### config.mk
export PLATFORM = sky130hd
export DESIGN_NAME = pat_tx
export DESIGN_NICKNAME = d
export VERILOG_FILES = /design/src/rtl/pat_tx_pkg.sv /design/src/rtl/pat_tx_shreg.sv /design/src/rtl/pat_tx.sv
export SDC_FILE = /design/constraint.sdc
export NUM_CORES = 1
export LEC_CHECK = 0
export CAP_MARGIN = 10
export CORE_UTILIZATION = 48
export CTS_CLUSTER_SIZE = 14
export DETAILED_ROUTE_END_ITERATION = 10
export MAX_ROUTING_LAYER = met4
export PLACE_DENSITY_LB_ADDON = 0.05
export REMOVE_ABC_BUFFERS = 1
export SYNTH_ARGS = -nofsm -noshare
export SYNTH_HDL_FRONTEND = slang
export SYNTH_HIERARCHICAL = 1
export SYNTH_SLANG_ARGS = --single-unit
export TNS_END_PERCENT = 5
### constraint.sdc
create_clock -name clock -period 3.1 [get_ports clock]
set_input_delay 0.62 -clock clock [delete_from_list [all_inputs] [get_ports clock]]
set_output_delay 0.62 -clock clock [all_outputs]
set_load 0.02 [all_outputs]
### src/rtl/pat_tx_pkg.sv
// Shared types and default parameters for the pattern transmitter.
package pat_tx_pkg;

  localparam int unsigned PAT_WIDTH_DEF = 16;
  localparam int unsigned PAT_GAP_DEF   = 2;

  typedef enum logic [1:0] {
    IDLE  = 2'd0,
    SHIFT = 2'd1,
    GAP   = 2'd2,
    DONE  = 2'd3
  } pat_state_e;

endpackage : pat_tx_pkg

### src/rtl/pat_tx_shreg.sv
// Pattern shift register with bit counter. The pattern is left-aligned on
// load so the next serial bit is always the MSB, and an aligned copy is kept
// so a repeated pass can restart without reloading.
module pat_tx_shreg
  import pat_tx_pkg::*;
#(
  parameter int unsigned WIDTH = PAT_WIDTH_DEF
) (
  input  logic                         clock,
  input  logic                         reset_n,
  input  logic                         load_i,
  input  logic                         restart_i,
  input  logic                         shift_i,
  input  logic [WIDTH-1:0]             data_i,
  input  logic [$clog2(WIDTH+1)-1:0]   len_i,
  output logic                         msb_next_o,
  output logic                         last_o
);

  localparam int unsigned LW = $clog2(WIDTH + 1);

  logic [WIDTH-1:0] pat_q, pat_d;
  logic [WIDTH-1:0] sh_q, sh_d;
  logic [LW-1:0]    len_q, len_d;
  logic [LW-1:0]    cnt_q, cnt_d;
  logic [WIDTH-1:0] aligned;

  // Next-state for pattern copy, working shifter and remaining-bit counter.
  always_comb begin
    pat_d   = pat_q;
    sh_d    = sh_q;
    len_d   = len_q;
    cnt_d   = cnt_q;
    // Bits at index >= len fall off the top and are never transmitted.
    aligned = data_i << (LW'(WIDTH) - len_i);
    if (load_i) begin
      pat_d = aligned;
      sh_d  = aligned;
      len_d = len_i;
      cnt_d = len_i - LW'(1);
    end else if (restart_i) begin
      sh_d  = pat_q;
      cnt_d = len_q - LW'(1);
    end else if (shift_i) begin
      sh_d = sh_q << 1;
      if (cnt_q != '0) begin
        cnt_d = cnt_q - LW'(1);
      end
    end
  end

  // Shift register state.
  always_ff @(posedge clock or negedge reset_n) begin
    if (!reset_n) begin
      pat_q <= '0;
      sh_q  <= '0;
      len_q <= '0;
      cnt_q <= '0;
    end else begin
      pat_q <= pat_d;
      sh_q  <= sh_d;
      len_q <= len_d;
      cnt_q <= cnt_d;
    end
  end

  assign msb_next_o = sh_d[WIDTH-1];
  assign last_o     = (cnt_q == '0);

endmodule : pat_tx_shreg

### src/rtl/pat_tx.sv
// Serial pattern transmitter: accepts a pattern, sends it MSB-first for
// load_rep+1 passes with optional idle gaps, then pulses done.
module pat_tx
  import pat_tx_pkg::*;
#(
  parameter int unsigned WIDTH      = PAT_WIDTH_DEF,
  parameter int unsigned GAP_CYCLES = PAT_GAP_DEF
) (
  input  logic                        clock,
  input  logic                        reset_n,
  input  logic                        load_valid,
  output logic                        load_ready,
  input  logic [WIDTH-1:0]            load_data,
  input  logic [$clog2(WIDTH+1)-1:0]  load_len,
  input  logic [3:0]                  load_rep,
  input  logic                        abort,
  output logic                        A,
  output logic                        a_valid,
  output logic                        busy,
  output logic                        done
);

  localparam int unsigned LW = $clog2(WIDTH + 1);
  localparam int unsigned GW = (GAP_CYCLES > 1) ? $clog2(GAP_CYCLES) : 1;

  pat_state_e    state_q, state_d;
  logic [3:0]    pass_q, pass_d;
  logic [GW-1:0] gap_q, gap_d;

  logic          a_q, a_d;
  logic          a_valid_q, a_valid_d;
  logic          busy_q, busy_d;
  logic          done_q, done_d;
  logic          load_ready_q, load_ready_d;

  logic [LW-1:0] len_eff;
  logic          sr_load, sr_restart, sr_shift;
  logic          sr_msb_next, sr_last;

  // Effective length: 0 (and anything out of range) selects the full width.
  always_comb begin
    len_eff = load_len;
    if (load_len == '0 || load_len > LW'(WIDTH)) begin
      len_eff = LW'(WIDTH);
    end
  end

  pat_tx_shreg #(
    .WIDTH(WIDTH)
  ) u_shreg (
    .clock      (clock),
    .reset_n    (reset_n),
    .load_i     (sr_load),
    .restart_i  (sr_restart),
    .shift_i    (sr_shift),
    .data_i     (load_data),
    .len_i      (len_eff),
    .msb_next_o (sr_msb_next),
    .last_o     (sr_last)
  );

  // Next-state, counters, shifter controls and next output values.
  always_comb begin
    state_d    = state_q;
    pass_d     = pass_q;
    gap_d      = gap_q;
    sr_load    = 1'b0;
    sr_restart = 1'b0;
    sr_shift   = 1'b0;

    case (state_q)
      IDLE: begin
        if (load_valid) begin
          state_d = SHIFT;
          pass_d  = load_rep;
          sr_load = 1'b1;
        end
      end
      SHIFT: begin
        if (!sr_last) begin
          sr_shift = 1'b1;
        end else if (pass_q != 4'd0) begin
          pass_d = pass_q - 4'd1;
          if (GAP_CYCLES != 0) begin
            state_d = GAP;
            gap_d   = GW'(GAP_CYCLES - 1);
          end else begin
            sr_restart = 1'b1;
          end
        end else begin
          state_d = DONE;
        end
      end
      GAP: begin
        if (gap_q == '0) begin
          state_d    = SHIFT;
          sr_restart = 1'b1;
        end else begin
          gap_d = gap_q - GW'(1);
        end
      end
      DONE: begin
        state_d = IDLE;
      end
      default: begin
        state_d = IDLE;
      end
    endcase

    // Abort overrides every transition outside IDLE.
    if (abort && state_q != IDLE) begin
      state_d    = IDLE;
      sr_load    = 1'b0;
      sr_restart = 1'b0;
      sr_shift   = 1'b0;
    end

    a_valid_d    = (state_d == SHIFT);
    a_d          = a_valid_d & sr_msb_next;
    busy_d       = (state_d != IDLE);
    done_d       = (state_d == DONE);
    load_ready_d = (state_d == IDLE);
  end

  // State, counters and registered outputs.
  always_ff @(posedge clock or negedge reset_n) begin
    if (!reset_n) begin
      state_q      <= IDLE;
      pass_q       <= 4'd0;
      gap_q        <= '0;
      a_q          <= 1'b0;
      a_valid_q    <= 1'b0;
      busy_q       <= 1'b0;
      done_q       <= 1'b0;
      load_ready_q <= 1'b1;
    end else begin
      state_q      <= state_d;
      pass_q       <= pass_d;
      gap_q        <= gap_d;
      a_q          <= a_d;
      a_valid_q    <= a_valid_d;
      busy_q       <= busy_d;
      done_q       <= done_d;
      load_ready_q <= load_ready_d;
    end
  end

  assign A          = a_q;
  assign a_valid    = a_valid_q;
  assign busy       = busy_q;
  assign done       = done_q;
  assign load_ready = load_ready_q;

endmodule : pat_tx
# Word-level counts from Yosys, hierarchy flattened
# Cells that the tools add are included.
# Widths: inputs -> output; s select.
[word_totals]
register_bits = 54
latchBits = 0
ramBits = 0
rom_bits = 0
inputBits = 29
output_inout_bits = 5
wordCells = 78
memories = 0
[classes]
n_addsub = 6
multipliers = 0
div_mod_pow = 0
order_cmp = 1
eq_ne = 8
n_shift = 1
mux = 31
bitwise_logic = 1
reduce_logical = 17
[ops]
columns = ["cell", "n"]
rows = [
  ["$mux 16", 3],
  ["$mux 5", 5],
  ["$shl 16x5->16", 1],
  ["$sub 5x1->5 const B", 3],
  ["$mux 1", 13],
  ["$mux 4", 3],
  ["$logic_not 5->1", 2],
  ["$mux 2", 4],
  ["$pmux 2 s4", 1],
  ["$pmux 4 s2", 1],
  ["$reduce_bool 2->1", 4],
  ["$eq 2x2->1 const B", 3],
  ["$ne 2x2->1 const B", 3],
  ["$reduce_bool 3->1", 2],
  ["$gt 5x5->1 const B", 1],
  ["$reduce_bool 5->1", 1],
  ["$sub 5x5->5 const A", 1],
  ["$eq 2x1->1 const B", 2],
  ["$logic_not 2->1", 2],
  ["$reduce_and 4->1", 1],
  ["$reduce_bool 4->1", 1],
  ["$sub 4x1->4 const B", 1],
  ["$reduce_and 3->1", 1],
  ["$pmux 1 s2", 1],
  ["5 further kinds", 5],
]

# Depth between registers and ports, before layout
[depth]
ltp_word = 8
depth_mapped = 14
ltp_nobuf = 12

# Cells and area by module
# The synthesis kept the hierarchy.
[by_module_without_submodules]
columns = ["mod", "instances", "cells_each", "area_each_um2"]
rows = [
  ["pat_tx_shreg", 1, 259, 2611.3],
  ["pat_tx", 1, 77, 784.5],
]

# Least setup slack after synthesis
# No wires, ideal clock.
[synth_path]
path_kind = "input to register"
start = "in load_len[3]"
end = "reg a_q, in the netlist A"
setup_time_ps = 78
arrival_ps = 3581
required_time_ps = 3022
path_slack_ps = -559
path_stages = 13
path_cell_list = "or4_1 > ha_1 > nor2b_1 > buf_6 > clkinv_1 > ha_1 > buf_4 > mux2i_1 > mux4_2 > o22a_1 > o21ai_0 > nand4_1 > o2bb2ai_1"
[synth_via]
elab_chain_cells = 7
word_cells_on_any_way = 8
classes_between = "add/sub: 1; order compare: 1; shift: 1; mux: 2; bitwise: 1; reduce/logical: 2"
[synth_rtl]
columns = ["element", "line", "source"]
rows = [
  ["start, declared", "pat_tx.sv:14", "input logic [$clog2(WIDTH+1)-1:0] load_len,"],
  ["$gt 5x5->1 / $logic_not 5->1 (equally long branches)", "pat_tx.sv:43", "if (load_len == '0 || load_len > LW'(WIDTH)) begin"],
  ["$logic_or 1x1->1 *", "pat_tx.sv:43", ""],
  ["$mux 5 *", "pat_tx.sv:43", ""],
  ["via len_eff[0]", "pat_tx.sv:36", "logic [LW-1:0] len_eff;"],
  ["$sub 5x5->5 *", "pat_tx_shreg.sv:35", "aligned = data_i << (LW'(WIDTH) - len_i);"],
  ["$shl 16x5->16 *", "pat_tx_shreg.sv:35", ""],
  ["$mux 16 *", "pat_tx_shreg.sv:36", "if (load_i) begin"],
  ["via sr_msb_next", "pat_tx.sv:38", "logic sr_msb_next, sr_last;"],
  ["$and 1x1->1 *", "pat_tx.sv:119", "a_d = a_valid_d & sr_msb_next;"],
  ["via a_d", "pat_tx.sv:30", "logic a_q, a_d;"],
  ["end signal, assigned", "pat_tx.sv:131", "a_q <= 1'b0;"],
  ["end signal, assigned", "pat_tx.sv:140", "a_q <= a_d;"],
  ["end, declared", "pat_tx.sv:30", ""],
]
# Mark *: on every way through the listed nets, which the timed path passes. The rest lies on a longest branch.
# A chain may end at the register's enable or synchronous reset.

# Final worst setup path
[layout_path]
start = "in load_len[0]"
end = "reg u_shreg.sh_q[9]"
[layout_via]
elab_chain_cells = 6
word_cells_on_any_way = 7
classes_between = "add/sub: 1; order compare: 1; shift: 1; mux: 2; reduce/logical: 2"
[layout_rtl]
columns = ["element", "line", "source"]
rows = [
  ["$gt 5x5->1 / $logic_not 5->1 (equally long branches)", "pat_tx.sv:43", ""],
  ["$logic_or 1x1->1", "pat_tx.sv:43", ""],
  ["$mux 5 *", "pat_tx.sv:43", ""],
  ["via len_eff[0]", "pat_tx.sv:36", ""],
  ["$sub 5x5->5 *", "pat_tx_shreg.sv:35", ""],
  ["$shl 16x5->16 *", "pat_tx_shreg.sv:35", ""],
  ["$mux 16 *", "pat_tx_shreg.sv:36", ""],
  ["end signal, assigned", "pat_tx_shreg.sv:56", "sh_q <= '0;"],
  ["end signal, assigned", "pat_tx_shreg.sv:61", "sh_q <= sh_d;"],
  ["end, declared", "pat_tx_shreg.sv:23", "logic [WIDTH-1:0] sh_q, sh_d;"],
]
# Marks and branches as above.

==> flow_metrics.tcl <==
set metrics [dict create \
    totalWireLength_mm 8.669 \
    cts-root-buf "clkbuf_8" \
    synth_seq_area_share 0.3983 \
    die_w_um 86.11 \
    ys.flop_type "dfrtp_1" \
    gp_congestion 0.9014 \
    antenna_found_initial 0 \
    ir_worst_vdd_uv 271.9 \
    antenna_cells 0 \
    skew_ns 0.005680 \
    synth_area_leaders "dfrtp_1, mux2i_1, o22ai_1" \
    power_switching_mw 0.9148 \
    drt_pass1_iterations 4 \
    area_growth_pct 32.17 \
    yosys-top-cells-count "dfrtp_1, mux2i_1, o22ai_1, inv_1, nor2_1" \
    clkLatencyLatePin_ns 0.31 \
    fmax_ghz 0.3233 \
    seqCellArea_sq_um 1353 \
    fin_crit_sh 0.9979 \
    drt_iter0_markers 67 \
    fin_crit_ns 3.093 \
    final_antenna_net_count 0 \
    p_leak_nw 1.920 \
    cts_tree "yes" \
    async_reset_ff_frac 1.000 \
    postCtsHoldBufs 0 \
    cts_buffer_depth 2 \
    p_int_mw 1.749 \
    via_per_inst 5.733 \
    final_hold_viol_count 0 \
    synth-edff-count 0 \
    wl_per_cell_um 17.03 \
    initial_core_util 0.4971 \
    fillers 553 \
    drive_gt1_frac 0.2833 \
    powerDensity_nw_per_um2 593.4 \
    startpoint_type "input port" \
    criticalPathCategory "in -> reg" \
    clock-sinks 54 \
    max_slew_margin 0.5942 \
    arrival_ns 3.35 \
    grt_usage 0.2545 \
    grt_max_degree 30 \
    path_max_fanout 7 \
    yosysTopAreaCell "dfrtp_1" \
    yosys.area.top_type_share 0.3906 \
    die_area_sq_um 7415 \
    crit_required_ns 3.36 \
    fin_nets 446 \
    final-setup-viol-count 0 \
    multi_input_area_sq_um 1991 \
    drc 0 \
    swShare 0.3435 \
    tightestPinTransition_ns 0.6087 \
    synth.avg_cell_area_sq_um 10.11 \
    core_area_sq_um 6832 \
    pwr-share-seq 0.392 \
    cp-end-kind "flip-flop" \
    cts.clk_slew.worst_paths_ns 0.10 \
    io_buffers 33 \
    grt_overflow 0 \
    status "finished clean" \
    num_rows 30 \
    power_frac_clock 0.190 \
    fin_setup_tns_ns 0 \
    synth_area_sq_um 3396 \
    hold_path_class "in -> async" \
    numCtsBuffers 5 \
    fin_hold_ws_ns 0.3062 \
    vias 2918 \
    grt_first_pass_wirelength_mm 14.19 \
    reg2reg_depth 6 \
    die_h_um 86.11 \
    grt_pass1_vias 2948 \
    synthCells 336 \
    drv_cap 0 \
    pwr-share-comb 0.418 \
    yosysMostFrequentCell "dfrtp_1" \
    synth_warnings 6 \
    p_total_mw 2.663 \
    rsz0062_at_grt "yes" \
    dp_hpwl_mm 6.126 \
    ys_ff_latch 54 \
    drv_slew 0 \
    cts_max_level 2 \
    ys_types 71 \
    io_pins 34 \
]
registers in the layout, summed over array words and instances, names as in the netlist, 2 cells and up:
signal	flops
u_shreg/len_q	5
u_shreg/sh_q	16
u_shreg/cnt_q	5
state_q	2
pass_q	4
u_shreg/pat_q	16
path summary, 6_finish.rpt:
path,from,end,slack [ns]
hold / removal,reset_n,u_shreg/len_q[3]$_DFFE_PN0P_,0.31
max in group asynchronous,reset_n,u_shreg/pat_q[0]$_DFFE_PN0P_,2.21
hold reg to reg,u_shreg/pat_q[9]$_DFFE_PN0P_,u_shreg/pat_q[9]$_DFFE_PN0P_,0.50
setup reg to reg,state_q[0]$_DFF_PN0_,u_shreg/sh_q[2]$_DFFE_PN0P_,0.59
setup / recovery,load_len[0],u_shreg/sh_q[9]$_DFFE_PN0P_,0.007
min in group clock,u_shreg/pat_q[9]$_DFFE_PN0P_,u_shreg/pat_q[9]$_DFFE_PN0P_,0.50
layer usage:
metal / wire, um / global-route usage
met5: 0 / -
met4: 72 / 0.06970
met3: 231 / 0.03272
met2: 4638 / 0.4639
met1: 3726 / 0.2928
final cells by class:
class                      count  share of cell area
clock buffer                   6             0.01840
inverter                      21             0.01812
timing repair buffer          89              0.1832
multi-input combinational    241              0.4435
sequential                    54              0.3014
clock inverter                 2            0.008642
tap                           96             0.02676
metrics by stage:
step	std cells	util	setup WS, ns	cell area, sq um
2_1_floorplan	316	-	-1.847	3279
3_3_place_gp	489	0.6013	-0.9597	4108
3_5_place_dp	489	0.6013	-1.066	4108
4_1_cts	506	0.6449	0.0007463	4405
5_1_grt	509	0.6570	-0.06674	4488
6_report	509	0.6570	0.006575	4488
placed cells by master, fill, tap and decap left out, types with 4 or more instances in the layout:
| cell | Yosys | layout |
|---|---|---|
| dfrtp_1 | 53 | 53 |
| o22a_1 | 7 | 7 |
| buf_12 | 0 | 5 |
| o21ai_0 | 13 | 11 |
| o22ai_1 | 23 | 22 |
| mux2i_1 | 24 | 18 |
| o2bb2ai_1 | 7 | 6 |
| nand2_1 | 14 | 14 |
| a21oi_1 | 14 | 12 |
| o221ai_1 | 4 | 4 |
| mux2_2 | 6 | 4 |
| o21a_1 | 8 | 8 |
| clkdlybuf4s50_1 | 0 | 28 |
| nor3_1 | 7 | 7 |
| buf_4 | 3 | 48 |
| nor2_1 | 19 | 17 |
| nand3_1 | 7 | 7 |
| and2_1 | 4 | 4 |
| a21o_1 | 7 | 7 |
| inv_1 | 19 | 18 |
| clkbuf_8 | 0 | 6 |
timing repair:
item                       in CTS  in global routing
cloned                          1                  0
setup endpoints to repair      33                 18
resized for setup              36                 15
setup buffers                   8                  3
pin swaps                      11                  6
kinds of logic (layout without fill, tap and decap cells):
group                    count (synthesis)  in the layout  share of synthesized area
AO/OA/AOI/OAI                          110            110                     0.2288
XOR/XNOR                                 5              5                    0.01511
adder cells (fa/ha/maj)                  5              5                    0.01842
buffers and inverters                   41            118                    0.05748
flip-flops                              54             54                     0.3983
multiplexers                            36             36                     0.1337
AND/OR/NAND/NOR                         85             85                     0.1481
critical path, cell delays in order:
cell	delay [ns]
buf_6	0.09
or4_4	0.54
ha_4	0.26
nor2b_4	0.16
inv_4	0.05
ha_4	0.30
buf_12	0.16
buf_4	0.14
mux2i_1	0.12
mux2i_1	0.29
buf_4	0.17
nand3_1	0.07
a21oi_1	0.22
o22a_1	0.15
power by group through the flow:
stage / Combinational [mW] / Clock (mW) / Sequential, mW
after floorplan: 0.660 / 0 / 1.03
after global placement: 0.995 / 0 / 1.05
after detailed placement: 1.01 / 0 / 1.06
after CTS: 1.08 / 0.520 / 1.04
after global routing: 1.22 / 0.549 / 1.07
final: 1.11 / 0.506 / 1.05
Note: power is estimated with default switching activity, not from simulation.
